## config.mk

```make
export PLATFORM = sky130hd
export DESIGN_NAME = fp_align_seq
export DESIGN_NICKNAME = d
export VERILOG_FILES = /design/src/rtl/fp_align_seq.sv
export SDC_FILE = /design/constraint.sdc
export NUM_CORES = 1
export LEC_CHECK = 0
export BUFFER_PORTS_ARGS = -buffer_cell sky130_fd_sc_hd__buf_2
export CAP_MARGIN = 20
export CORE_UTILIZATION = 40
export DETAILED_ROUTE_END_ITERATION = 7
export GPL_TIMING_DRIVEN = 0
export MAX_ROUTING_LAYER = met4
export PLACE_DENSITY = 0.69
export SLEW_MARGIN = 40
export SYNTH_ARGS = -nofsm -noshare
export SYNTH_HDL_FRONTEND = slang
export SYNTH_SLANG_ARGS = --single-unit
```

## constraint.sdc

```tcl
create_clock -name clk -period 2.3 [get_ports clk]
set_clock_uncertainty 0.2 [all_clocks]
set_input_delay 0 -clock clk [delete_from_list [all_inputs] [get_ports clk]]
set_output_delay 0 -clock clk [all_outputs]
set_load 0.1 [all_outputs]
```

## src/rtl/fp_align_seq.sv

```systemverilog
// Exponent-compare and mantissa-alignment sequencer for the FP32 adder path.
// Optional macro STICKY_EN folds every shifted-out bit into mant_small[0].
module fp_align_seq #(
    parameter int SHIFT_PER_CYCLE = 4
) (
    input  logic        clk,
    input  logic        rst_n,
    input  logic        in_valid,
    output logic        in_ready,
    input  logic [31:0] op_a,
    input  logic [31:0] op_b,
    output logic        out_valid,
    input  logic        out_ready,
    output logic [7:0]  ex_big,
    output logic [7:0]  ex_diff,
    output logic        swap,
    output logic [26:0] mant_big,
    output logic [26:0] mant_small,
    output logic        busy
);

    localparam int ALIGN_W = 27;
    localparam logic [4:0] STEP_MAX = 5'(SHIFT_PER_CYCLE);

    localparam logic [1:0] ST_IDLE  = 2'd0;
    localparam logic [1:0] ST_SHIFT = 2'd1;
    localparam logic [1:0] ST_DONE  = 2'd2;

    logic [1:0]         state;
    logic [4:0]         rem;

    logic [7:0]         exp_a;
    logic [7:0]         exp_b;
    logic               b_is_big;
    logic [7:0]         exp_hi;
    logic [7:0]         exp_lo;
    logic [7:0]         diff_acc;
    logic [4:0]         rem_acc;
    logic [ALIGN_W-1:0] mant_a;
    logic [ALIGN_W-1:0] mant_b;
    logic [4:0]         step_k;
    logic [ALIGN_W-1:0] shifted;

    assign in_ready  = (state == ST_IDLE);
    assign out_valid = (state == ST_DONE);
    assign busy      = (state != ST_IDLE);

    // Operand decode for the accept edge; ties make B the big operand.
    always_comb begin
        exp_a    = op_a[30:23];
        exp_b    = op_b[30:23];
        b_is_big = !(exp_a > exp_b);
        exp_hi   = b_is_big ? exp_b : exp_a;
        exp_lo   = b_is_big ? exp_a : exp_b;
        diff_acc = exp_hi - exp_lo;
        rem_acc  = (diff_acc > 8'd27) ? 5'd27 : diff_acc[4:0];
        mant_a   = {(exp_a != 8'd0), op_a[22:0], 3'b000};
        mant_b   = {(exp_b != 8'd0), op_b[22:0], 3'b000};
    end

    always_comb begin
        step_k  = (rem > STEP_MAX) ? STEP_MAX : rem;
        shifted = mant_small >> step_k;
`ifdef STICKY_EN
        shifted[0] = shifted[0] | (|(mant_small & ~({ALIGN_W{1'b1}} << step_k)));
`endif
    end

    always_ff @(posedge clk or negedge rst_n) begin
        if (!rst_n) begin
            state      <= ST_IDLE;
            rem        <= 5'd0;
            ex_big     <= 8'd0;
            ex_diff    <= 8'd0;
            swap       <= 1'b0;
            mant_big   <= '0;
            mant_small <= '0;
        end else begin
            case (state)
                ST_IDLE: begin
                    if (in_valid) begin
                        ex_big     <= exp_hi;
                        ex_diff    <= diff_acc;
                        swap       <= b_is_big;
                        mant_big   <= b_is_big ? mant_b : mant_a;
                        mant_small <= b_is_big ? mant_a : mant_b;
                        rem        <= rem_acc;
                        state      <= (rem_acc != 5'd0) ? ST_SHIFT : ST_DONE;
                    end
                end
                ST_SHIFT: begin
                    mant_small <= shifted;
                    rem        <= rem - step_k;
                    if (rem == step_k) begin
                        state <= ST_DONE;
                    end
                end
                ST_DONE: begin
                    if (out_ready) begin
                        state <= ST_IDLE;
                    end
                end
                default: state <= ST_IDLE;
            endcase
        end
    end

endmodule

```

==> flow_summary_export.csv <==
group,metric,value,unit
route,via_per_inst,5.64,
die,dieHeight,115,um
clock_tree,clk_pin_slew,0.06,ns
run_status,violations,"hold timing, setup timing",
global_routing,grt_overflow,0,
die,die_area,0.0133,mm2
die,std_cell_rows,41,
setup_path,slowest_delay,0.30,ns
sta,fmax,317,MHz
setup_path,crit_path_start_kind,"input port",
global_routing,grt_pass1_wl,27700,um
hold_path,hold_path_class,"in -> async",
route,ant_nets,0,
synth,yosys_warnings,0,
route,drt-total-wl,17800,um
sta,max_slew.worst_pin.slew,0.592,ns
finish,fin_area,0.00763,mm2
sta,timing.final.crit_share,137,%
place,dpl_cell_area,0.00621,mm2
global_routing,grt_pass1_vias,5477,
route,routedWlPerCell,18.0,um
setup_path,cp_max_fo,5,
clock_tree,cts_tree,"yes",
clock_tree,htree_levels,3,
setup_path,crit_path_end_kind,"register",
run_status,status,"finished with violations",
route,dr.first_iter.drc_count,309,
clock_tree,clk_latency,0.34,ns
finish,drive_gt1_share,30.4,%
sta,setup_violations,30,
route,vias,5564,
sta,layout_setup_ws,-0.851,ns
synth,synth_area_leader_cell,"dfrtp_1",
sta,min_period,3.15,ns
die,ios,142,
die,initial_core_util,41.0,%
global_routing,grt_usage,27.9,%
setup_path,arrival,3.17,ns
global_routing,antenna_found_initial,0,
clock_tree,cts_made_buffers,9,
clock_tree,clock_path_buffers,2,
synth,synth_top_area_share,36.4,%
setup_path,crit_required,2.32,ns
clock_tree,cts_root_buffer,"clkbuf_16",
global_routing,grt_max_degree,52,
place,io_buffers,136,
sta,holdWs,-0.0178,ns
sta,finalHoldViolCount,20,
place,dp.final_hpwl,12100,um
synth,ys_seq_elements,75,
sta,grt_setup_unrepaired,"true",
finish,syn2layout_area_growth,48.2,%
sta,slew_viol_final,0,
synth,yosysSeqAreaShare,36.4,%
setup_path,path_cells,"buf_6, ha_4, nand3_2, or2_4, o21a_1, a31oi_4, buf_6, buf_12, mux2_4, ha_4, nand2_4, o311ai_4, a31o_2, a21oi_2, mux2i_1, xnor2_2, buf_4, a41oi_2, a211o_1",
run,drv_cap,0,
route,drc,0,
synth,synth_edf_count,0,
clock_tree,cts_sinks,75,
synth,synth_ff_type,"dfrtp_1",
synth,synthArstFlopShare,100,%
synth,avgSynthCellArea,8.99,um2
setup_path,criticalPathCategory,"in -> reg",
die,die_x,115,um
place,gp_congestion,0.900,
die,core_area,0.0126,mm2
synth,netlist_area,0.00515,mm2
route,dr.pass1.iters,5,
synth,synth_area_leaders,"dfrtp_1 36%, mux2i_1 20%, o21ai_0 5.6%, a21oi_1 4.6%, nand2_1 4.4%",
finish,num_antenna_cells,0,
synth,synth_cells,573,
sta,relSlewSlack,60.5,%
setup_path,cpMaxStageDelayCell,"mux2_4",
finish,nNetsFinal,888,
synth,synth_cell_types,56,
worst max-delay path: cells and delay by family:
| family | cells | cell delay (ns) |
|---|---|---|
| mux | 2 | 0.42 |
| xor+xnor | 1 | 0.20 |
| compound gates | 7 | 1.22 |
| fa+ha+maj | 2 | 0.46 |
| simple gates | 3 | 0.36 |
| buf+inv | 4 | 0.49 |
cell usage after synthesis, types with 3 or more instances:
cell and number:
mux2i_1 105, a211oi_1 3, xnor2_1 3, and3_1 5, o211ai_1 3, inv_1 16, clkbuf_1 32, nand2b_1 4
o21ai_0 58, ha_1 10, a32oi_1 6, dfrtp_1 75, nand2_1 60, nor4_1 5, buf_2 9, nand3_1 26
buf_4 6, mux2_2 3, o221ai_1 21, nor2b_1 12, nor2_1 18, a21oi_1 47
state kept, by name, summed over array words and instances, names as in the netlist:
name	flops
mant_small	27
mant_big	24
ex_big	8
ex_diff	8
rem	5
state	2
swap	1
what timing repair did:
| action | CTS | global route |
|---|---|---|
| setup endpoints to repair | 62 | 56 |
| pin swaps | 17 | 9 |
| hold buffers | 69 | 0 |
| buffers inserted | 18 | 6 |
| resized for setup | 64 | 28 |
| hold endpoints to repair | 134 | 0 |
area by class of cell:
class	count	area [um2]
fillers	1037	4930
multi-input cells	434	3270
flip-flops and latches	75	1880
repair buffers	230	1680
plain buffers	44	239
clock buffers	10	229
well taps	172	215
inverters	16	85.1
clock inverters	6	40.0
placed cells by master (no fill, tap or decap), drive strengths merged, types with 4 or more instances in the layout:
master,n
clkinv,4
nor4,5
mux2i,105
nand2b,4
dfrtp,75
and3,5
o221ai,21
nand2,61
nor2,18
inv,17
dlygate4sd3,68
ha,10
xnor2,5
o21ai,58
mux2,4
nand3,26
clkbuf,39
conb,4
a32oi,6
buf,177
nor2b,12
a21oi,47
through the flow:
stage          TNS, ns  cells  util [%]  worst slack (ns)
6_report         -9.23    987      60.7            -0.851
4_1_cts         -11.31    981      59.6            -0.795
3_3_place_gp    -34.68    883      49.2             -1.62
2_1_floorplan    -8.09    575         -             -1.05
5_1_grt         -12.15    987      60.7            -0.918
3_5_place_dp    -36.80    884      49.4             -1.64
final timing paths:
check                                         startpoint                          to  slack, ns  depth (start not counted)
worst max register to register        rem[1]$_DFFE_PN0P_          rem[2]$_DFFE_PN0P_      -0.12                          8
worst max-delay path                            op_b[23]          rem[3]$_DFFE_PN0P_      -0.85                         19
worst min-delay path                               rst_n   mant_small[5]$_DFFE_PN0P_      -0.02                          3
max in group asynchronous                          rst_n          rem[1]$_DFFE_PN0P_       1.39                          3
min in group clk                                op_a[28]  mant_small[26]$_DFFE_PN0P_       0.05                          5
worst min register to register  mant_big[11]$_DFFE_PN0P_    mant_big[11]$_DFFE_PN0P_       0.27                          2
logic make-up after synthesis:
| kind of cell | synth area share (%) |
|---|---|
| and+or+nand+nor | 12.9 |
| adders and majority gates | 2.43 |
| other | 0.146 |
| buffers and inverters | 5.61 |
| DFF | 36.4 |
| AOI/OAI and AO/OA | 19.9 |
| muxes | 21.3 |
| xor gates and xnor gates | 1.31 |
per-layer routing:
metal / part of all wire [%] / track usage (%)
met5: 0 / -
met2: 50 / 47.6
met4: 2.3 / 12.1
met3: 5.8 / 4.08
met1: 42 / 32.7
Power is not shown: default switching activity piles up to over one toggle a cycle in this logic, so the estimate is an artifact.
